## src/rtl/bcd_serial_addsub_if.sv

```systemverilog
// rtl/bcd_serial_addsub_if.sv - request/response bundle for the serial BCD adder/subtractor
interface bcd_serial_addsub_if #(
  parameter int DIGITS = 4
);
  logic                  in_valid;
  logic                  in_ready;
  logic [4*DIGITS-1:0]   op_a;
  logic [4*DIGITS-1:0]   op_b;
  logic                  sub;
  logic                  out_valid;
  logic                  out_ready;
  logic [4*DIGITS-1:0]   result;
  logic                  cout;
  logic                  err;

  modport master (
    output in_valid, op_a, op_b, sub, out_ready,
    input  in_ready, out_valid, result, cout, err
  );

  modport slave (
    input  in_valid, op_a, op_b, sub, out_ready,
    output in_ready, out_valid, result, cout, err
  );
endinterface

```

## src/rtl/bcd_serial_addsub.sv

```systemverilog
// rtl/bcd_serial_addsub.sv - packed-BCD add/subtract, one digit per clock, LSD first
module bcd_serial_addsub #(
  parameter int DIGITS = 4
) (
  input  logic               clk,
  input  logic               rst_n,
  bcd_serial_addsub_if.slave bus
);
  localparam int W     = 4 * DIGITS;
  localparam int IDX_W = $clog2(DIGITS + 1);

  localparam logic [1:0] S_IDLE = 2'd0;
  localparam logic [1:0] S_RUN  = 2'd1;
  localparam logic [1:0] S_DONE = 2'd2;

  logic [1:0]       r_state;
  logic [W-1:0]     r_a;
  logic [W-1:0]     r_b;
  logic             r_sub;
  logic             r_carry;
  logic             r_err_in;
  logic [IDX_W-1:0] r_idx;
  logic [W-1:0]     r_work;
  logic [W-1:0]     r_result;
  logic             r_cout;
  logic             r_err;

  logic             w_err_any;
  logic [3:0]       w_b_adj;
  logic [4:0]       w_sum;
  logic             w_carry_nxt;
  logic [3:0]       w_digit;
  logic [W-1:0]     w_digit_ext;
  logic             w_last;

  always_comb begin
    w_err_any = 1'b0;
    for (int i = 0; i < DIGITS; i++) begin
      if (bus.op_a[4*i +: 4] > 4'd9 || bus.op_b[4*i +: 4] > 4'd9) begin
        w_err_any = 1'b1;
      end
    end
  end

  // Operands shift right each digit, so the active digit is always bits [3:0].
  assign w_b_adj     = r_sub ? (4'd9 - r_b[3:0]) : r_b[3:0];
  assign w_sum       = {1'b0, r_a[3:0]} + {1'b0, w_b_adj} + {4'd0, r_carry};
  assign w_carry_nxt = (w_sum > 5'd9);
  assign w_digit     = w_carry_nxt ? (w_sum[3:0] + 4'd6) : w_sum[3:0];
  assign w_digit_ext = W'(w_digit) << (W - 4);
  // Index reaches DIGITS on the extra cycle that publishes the result.
  assign w_last      = (r_idx == IDX_W'(DIGITS));

  always_ff @(posedge clk or negedge rst_n) begin
    if (!rst_n) begin
      r_state  <= S_IDLE;
      r_a      <= '0;
      r_b      <= '0;
      r_sub    <= 1'b0;
      r_carry  <= 1'b0;
      r_err_in <= 1'b0;
      r_idx    <= '0;
      r_work   <= '0;
      r_result <= '0;
      r_cout   <= 1'b0;
      r_err    <= 1'b0;
    end else begin
      case (r_state)
        S_IDLE: begin
          if (bus.in_valid) begin
            r_a      <= bus.op_a;
            r_b      <= bus.op_b;
            r_sub    <= bus.sub;
            r_carry  <= bus.sub;
            r_err_in <= w_err_any;
            r_idx    <= '0;
            r_work   <= '0;
            r_state  <= S_RUN;
          end
        end
        S_RUN: begin
          if (w_last) begin
            r_result <= r_err_in ? '0 : r_work;
            r_cout   <= r_err_in ? 1'b0 : r_carry;
            r_err    <= r_err_in;
            r_state  <= S_DONE;
          end else begin
            r_work  <= (r_work >> 4) | w_digit_ext;
            r_a     <= r_a >> 4;
            r_b     <= r_b >> 4;
            r_carry <= w_carry_nxt;
            r_idx   <= r_idx + IDX_W'(1);
          end
        end
        S_DONE: begin
          if (bus.out_ready) begin
            r_state <= S_IDLE;
          end
        end
        default: r_state <= S_IDLE;
      endcase
    end
  end

  assign bus.in_ready  = (r_state == S_IDLE);
  assign bus.out_valid = (r_state == S_DONE);
  assign bus.result    = r_result;
  assign bus.cout      = r_cout;
  assign bus.err       = r_err;
endmodule

```

## src/flat_wrapper.sv

```systemverilog
// flat-port wrapper written by rule: the top's interface ports become plain ports
module bcd_serial_addsub_flat 
#(
  parameter int DIGITS = 4
)
  (clk, rst_n, bus_in_valid, bus_op_a, bus_op_b, bus_sub, bus_out_ready, bus_in_ready, bus_out_valid, bus_result, bus_cout, bus_err);
  bcd_serial_addsub_if #(.DIGITS(DIGITS)) bus_i ();
  input  logic clk;
  input  logic rst_n;
  input wire logic [$bits(bus_i.in_valid)-1:0] bus_in_valid;
  input wire logic [$bits(bus_i.op_a)-1:0] bus_op_a;
  input wire logic [$bits(bus_i.op_b)-1:0] bus_op_b;
  input wire logic [$bits(bus_i.sub)-1:0] bus_sub;
  input wire logic [$bits(bus_i.out_ready)-1:0] bus_out_ready;
  output wire logic [$bits(bus_i.in_ready)-1:0] bus_in_ready;
  output wire logic [$bits(bus_i.out_valid)-1:0] bus_out_valid;
  output wire logic [$bits(bus_i.result)-1:0] bus_result;
  output wire logic [$bits(bus_i.cout)-1:0] bus_cout;
  output wire logic [$bits(bus_i.err)-1:0] bus_err;
  assign bus_i.in_valid = bus_in_valid;
  assign bus_i.op_a = bus_op_a;
  assign bus_i.op_b = bus_op_b;
  assign bus_i.sub = bus_sub;
  assign bus_i.out_ready = bus_out_ready;
  assign bus_in_ready = bus_i.in_ready;
  assign bus_out_valid = bus_i.out_valid;
  assign bus_result = bus_i.result;
  assign bus_cout = bus_i.cout;
  assign bus_err = bus_i.err;
  bcd_serial_addsub #(.DIGITS(DIGITS)) u_core (.clk(clk), .rst_n(rst_n), .bus(bus_i));
endmodule
```

## config.mk

```make
export PLATFORM = sky130hd
export DESIGN_NAME = bcd_serial_addsub_flat
export DESIGN_NICKNAME = d
export VERILOG_FILES = /design/src/rtl/bcd_serial_addsub_if.sv /design/src/rtl/bcd_serial_addsub.sv /design/src/flat_wrapper.sv
export SDC_FILE = /design/constraint.sdc
export NUM_CORES = 1
export LEC_CHECK = 0
export CORE_MARGIN = 1
export CORE_UTILIZATION = 45
export DETAILED_ROUTE_END_ITERATION = 12
export GPL_ROUTABILITY_DRIVEN = 0
export PLACE_DENSITY = 0.66
export SYNTH_ARGS = -nofsm -noshare
export SYNTH_HDL_FRONTEND = slang
export SYNTH_SLANG_ARGS = --single-unit
```

## constraint.sdc

```tcl
create_clock -name clk -period 5.2 [get_ports clk]
set_clock_uncertainty 0.2 [all_clocks]
set_input_delay 0.52 -clock clk [delete_from_list [all_inputs] [get_ports clk]]
set_output_delay 0.52 -clock clk [all_outputs]
set_load 0.1 [all_outputs]
```

Word-level counts from Yosys, hierarchy flattened
Cells that the tools add are included.

word-level totals
  register bits = 74
  output and inout bits = 20
  word-level logic and storage cells = 70

operators by class
  order comparisons = 9
  reduce and logical (&&, ||, !) cells = 10
  add/subtract/negate cells = 5
  equality and inequality tests = 7
  bitwise gates (word level) = 1
  muxes and demuxes = 27

operators by type and width
  operator                                                               count
  16-bit two-way mux                                                     7
  16-bit one-hot mux with 2 select lines                                 3
  4-bit > comparator (second input constant)                             8
  12-bit by 16-bit bitwise OR with 16-bit output                         1
  4-bit two-way mux                                                      2
  1-bit two-way mux                                                      7
  2-bit two-way mux                                                      3
  3-bit two-way mux                                                      2
  2-bit inequality test (second input constant)                          3
  2-bit one-hot mux with 3 select lines                                  1
  3-bit one-hot mux with 2 select lines                                  1
  3-bit AND reduction                                                    2
  4-bit by 4-bit adder with 5-bit output                                 1
  5-bit by 1-bit adder with 5-bit output                                 1
  5-bit by 4-bit > comparator with 1-bit output (second input constant)  1
  4-bit by 3-bit adder with 4-bit output (second input constant)         1
  1-bit logical OR                                                       4
  2-bit AND reduction                                                    2
  4-bit subtractor (first input constant)                                1
  3-bit by 1-bit adder with 3-bit output (second input constant)         1
  3-bit == test (second input constant)                                  1
  2-bit by 1-bit == test with 1-bit output (second input constant)       1
  2-bit == test (second input constant)                                  1
  2-bit zero test                                                        1
  3 further kinds                                                        3

Longest topological paths before layout
  depth after elaboration = 9
  depth in mapped cells = 12
  gate-level depth less buffers = 12

Worst setup path after synthesis
OpenSTA, ideal clock, no wires.

  kind = flip-flop to flip-flop
  from = register u_core.r_state[1]
  to = register u_core.r_work[14]
  path slack = 2.261 ns
  data required time = 4.874 ns
  path buffers = 2
  cell stages (with the launch flop) = 7
  arrival = 2.613 ns
  period minus slack after synthesis = 2.939 ns
  setup time = 0.126 ns
  cell sequence = dfrtp_1 > nor2_1 > and2_1 > buf_2 > nor2_4 > buf_6 > a221o_1

on the way
  cells in the longest elaborated chain, start to end = 3
  elaborated cells on any way between the ends = 7
  those cells by class = eq/ne: 3; mux: 1; reduce/logical: 3

RTL lines
  item                                                                                 RTL line                 text
  start, declared                                                                      bcd_serial_addsub.sv:16  logic [1:0] r_state;
  start signal, assigned                                                               bcd_serial_addsub.sv:56  r_state <= S_IDLE;
  start signal, assigned                                                               bcd_serial_addsub.sv:78  r_state <= S_RUN;
  start signal, assigned                                                               bcd_serial_addsub.sv:86  r_state <= S_DONE;
  2-bit zero test *                                                                    n/a
  net bus_in_ready                                                                     flat_wrapper.sv:15       output wire logic [$bits(bus_i.in_ready)-1:0] bus_in_ready;
  2-bit inequality test (no source line) / 2-bit nonzero test (equally long branches)  n/a
  3-bit AND reduction (no source line)                                                 n/a
  end signal, assigned                                                                 bcd_serial_addsub.sv:88  r_work <= (r_work >> 4) | w_digit_ext;
  end, declared                                                                        bcd_serial_addsub.sv:23  logic [W-1:0] r_work;

The timed path passes the listed nets; every way through them passes the cells marked *.
A chain may end at the register's enable or synchronous reset.

Worst setup path after layout
  from = register u_core.r_sub
  to = register u_core.r_work[13]

on the way
  cells in the longest elaborated chain, start to end = 8
  elaborated cells on any way between the ends = 9
  those cells by class = add/sub: 3; order compare: 1; mux: 4; bitwise: 1

RTL lines
  item                                                                                                            RTL line                                          text
  start, declared                                                                                                 bcd_serial_addsub.sv:19                           logic r_sub;
  start signal, assigned                                                                                          bcd_serial_addsub.sv:73                           r_sub <= bus.sub;
  4-bit two-way mux *                                                                                             bcd_serial_addsub.sv:46                           assign w_b_adj = r_sub ? (4'd9 - r_b[3:0]) : r_b[3:0];
  4-bit by 4-bit adder with 5-bit output *                                                                        bcd_serial_addsub.sv:47                           assign w_sum = {1'b0, r_a[3:0]} + {1'b0, w_b_adj} + {4'd0, r_carry};
  5-bit by 1-bit adder with 5-bit output *                                                                        bcd_serial_addsub.sv:47
  4-bit by 3-bit adder with 4-bit output / 5-bit by 4-bit > comparator with 1-bit output (equally long branches)  bcd_serial_addsub.sv:49, bcd_serial_addsub.sv:48
  4-bit two-way mux *                                                                                             bcd_serial_addsub.sv:49                           assign w_digit = w_carry_nxt ? (w_sum[3:0] + 4'd6) : w_sum[3:0];
  12-bit by 16-bit bitwise OR with 16-bit output *                                                                bcd_serial_addsub.sv:88
  16-bit two-way mux *                                                                                            bcd_serial_addsub.sv:82                           if (w_last) begin
  16-bit one-hot mux with 2 select lines *                                                                        bcd_serial_addsub.sv:68                           case (r_state)

Mark *: on every way between the ends. The rest lies on a longest branch, timed or not. The select of a mux whose other input is x is not followed.

==> summary.md <==
| Metric | Value |
|---|---|
| Clock sinks | `74` |
| Drt wl/cell | `between 10 and 15 um` |
| Crit. End Element | `flip-flop` |
| Crit-path max FO | `5` |
| Worst EP required | `5.24 ns` |
| Flop2flop setup slack | `2.17 ns` |
| Max Cap Viol | `0` |
| Reg clk slew, reported paths | `around 0.07 ns` |
| CTS tree | `built` |
| Via-to-Cell Ratio | `between 5 and 6` |
| Crit Path Category | `reg -> reg` |
| Crit-path cells | `xnor2_1, fa_1, inv_1, fa_1, xnor2_1, ha_1, a221o_1, o21ai_1, a211o_1, a32o_1` |
| Initial DRC Count | `about 100` |
| Synth Warn # | `0` |
| Ratio of cells with drive above 1 in the final layout | `approximately 6.4%` |
| Hold buffer count at CTS | `0` |
| Post-synth EDFFs | `0` |
| Crit path from | `u_core.r_sub` |
| Tcrit/Tclk final | `between 50% and 60%` |
| Antenna Cells | `0` |
| Vias in the first global route | `between 2,000 and 2,500` |
| Post-cts sizing count | `0` |
| Fmax | `between 300 and 400 MHz` |
| Post-synthesis cell count | `between 300 and 400` |
| Area grow syn2layout | `25.5%` |
| Synth cell types | `35` |
| Worst setup endpoint | `u_core.r_work[13]` |
| Initial Util | `around 47%` |
| Total area of sequential cells | `0.00185 sq mm` |
| Area leader, netlist | `dfrtp_1` |
| Worst-Skew Late Latency | `0.35 ns` |
| Max Root-Sink Buffers | `2` |
| Final setup fails | `0` |
| Slowest stage delay, CP | `approximately 0.42 ns` |
| Max VDD drop | `approximately 290 uV` |
| Post-DP HPWL | `4350 um` |
| Initial antenna violation count | `0` |
| Non-filler cells, final | `approximately 470` |
| Async S/R FF share, synth | `100%` |
| Critical Path Start Type | `flip-flop` |
| Port Buffers | `56` |
| Leak | `roughly 1.9 nW` |
| Total grt overflow | `0` |
| Largest net degree at the start of global routing | `75` |
| Postcts setup bufs | `0` |
| Drt pass-1 iters | `4` |
| I/O pin total | `57` |
| Yosys reg bits | `74` |
| Crit-path leading delay family | `adder cells` |
| Post-synthesis area per instance | `10.5 sq um` |
| Top_reg_cell synth | `dfrtp_1` |
| Antenna-violating nets left | `0` |
| Final Max Slew Viols | `0` |
| Worst endpoint data arrival time | `just over 3 ns` |
| Placed insts | `~460` |
| Multi-input gate area | `0.00138 sq mm` |
| Cell Rows | `31` |
| PwrDens | `slightly below 700 mW/mm^2` |
| Fillcell total | `roughly 660` |
| Shortest period the worst path allows | `about 3 ns` |
| Global-route wire length before repair | `roughly 11,000 um` |
| RR Startpoint | `u_core.r_sub` |
| Total number of vias | `2,426` |
| CP Depth | `10` |
| CP bufs+invs | `1` |
| Status | `completed` |
| Mapped Area | `approximately 0.0034 sq mm` |
| FF-to-FF path depth | `10` |
| Slowest-stage cell, CP | `dfrtp_1` |
| Nets | `approximately 420` |
| Hold Path Class | `in -> async` |
| Total Routing Usage GR | `between 10% and 20%` |
| Die H | `88.6 um` |
| Worst Max-Slew Pin Slew | `~1.1 ns` |
| Final hold vios | `0` |
| Syn nets | `~370` |
| Total CTS buffers | `9` |
| WL final | `between 6000 and 7000 um` |
| Post-synthesis sequential area ratio | `a little over half` |
| Slew margin rel. | `between 20 and 30%` |
| RSZ-0062 raised after global routing | `no` |
| CTS root buf | `clkbuf_8` |
| Die area | `~0.0078 sq mm` |
| Die X-Extent | `around 89 um` |
| Remaining DRCs | `0` |
| Ranking of synthesized cells by area | `dfrtp_1 55%, o21ai_0 7.7%, nand2_1 6.0%` |
| R2r endpoint | `u_core.r_work[13]` |
| Core area | `0.00725 sq mm` |
| CTS H-tree lvls | `3` |
| Setup TNS | `0 ns` |
| Share of the synthesized area in the top cell type | `54.9%` |
-- report_power, final --
group,switching (mW),internal (mW)
clock network,0.218,0.367
registers,0.137,0.792
logic,0.845,0.562
-- per-layer routing --
| layer | GRT usage (%) | part of all wire [%] | up-vias |
|---|---|---|---|
| li1 | - | - | 1216 |
| met1 | 26.0 | 48 | 1136 |
| met2 | 29.5 | 46 | 65 |
| met3 | 3.26 | 4.4 | 9 |
| met4 | 8.80 | 1.6 | 0 |
| met5 | 0 | 0 | - |
-- Yosys cell counts, drive strengths merged (3+ instances only) --
cell / number
a21oi: 4
a22o: 21
a22oi: 5
buf: 11
clkbuf: 8
dfrtp: 74
ha: 7
inv: 10
mux2i: 19
nand2: 54
nand2b: 18
nor2: 9
o21ai: 53
xnor2: 3
-- how the worst min path moves through the flow --
stage                         startpoint                    to  slack (ns)  cells past startpoint
floorplan                          rst_n       u_core.bus.cout        0.02                      0
global route                       rst_n     u_core.r_state[1]        0.18                      1
CTS                                rst_n         u_core.r_b[5]        0.14                      1
finish                             rst_n     u_core.r_state[1]         0.1                      1
global placement    u_core.bus.result[9]  u_core.bus.result[9]        0.26                      2
detailed placement  u_core.bus.result[2]  u_core.bus.result[2]        0.27                      2
-- logic make-up (layout without fill, tap and decap cells) --
| logic type | after synthesis | after routing | share of synthesized area, % |
|---|---|---|---|
| simple gates | 91 | 91 | 12.5 |
| xor+xnor | 5 | 5 | 1.30 |
| flops | 74 | 74 | 54.9 |
| compound gates | 91 | 91 | 17.1 |
| buf+inv | 29 | 84 | 4.15 |
| mux | 21 | 21 | 6.30 |
| fa+ha+maj | 9 | 9 | 3.78 |
-- layout make-up --
type                       instances  share of cell area (%)
sequential                        74                    43.7
clock buffer                       9                    2.93
multi-input combinational        217                    32.7
tap                               99                    2.93
inverter                          10                   0.887
timing repair buffer              58                    13.5
clock inverter                     7                    3.34
-- metrics by stage --
| stage | instance area [sq um] | worst slack (ns) | util [%] | hold WS (ns) | power, mW |
|---|---|---|---|---|---|
| floorplan | 3370 | 2.26 | - | 0.0244 | 2.08 |
| global placement | 3970 | 2.20 | 54.7 | 0.261 | 2.32 |
| detailed placement | 3970 | 2.18 | 54.7 | 0.269 | 2.35 |
| CTS | 4230 | 2.16 | 58.4 | 0.142 | 2.94 |
| global route | 4230 | 1.96 | 58.4 | 0.176 | 3.14 |
| finish | 4230 | 2.17 | 58.4 | 0.0971 | 2.92 |
-- layout by cell type, fill, tap and decap left out, drive strengths merged, types with 9 or more instances in the layout --
master / synthesis / routed
nand2b: 18 / 18
nand2: 54 / 54
a22o: 21 / 21
inv: 10 / 10
nor2: 9 / 9
dfrtp: 74 / 74
mux2i: 19 / 19
o21ai: 53 / 53
clkdlybuf4s50: 0 / 55
clkbuf: 8 / 9
-- registers in the layout, summed over array words and instances, names as in the netlist --
| signal | flops |
|---|---|
| u_core.r_err_in | 1 |
| u_core.bus.result | 16 |
| u_core.r_sub | 1 |
| u_core.r_carry | 1 |
| u_core.r_b | 16 |
| u_core.r_work | 16 |
| u_core.bus.err | 1 |
| u_core.bus.cout | 1 |
| u_core.r_state | 2 |
| u_core.r_a | 16 |
| u_core.r_idx | 3 |
(Power assumes the default switching activity.)
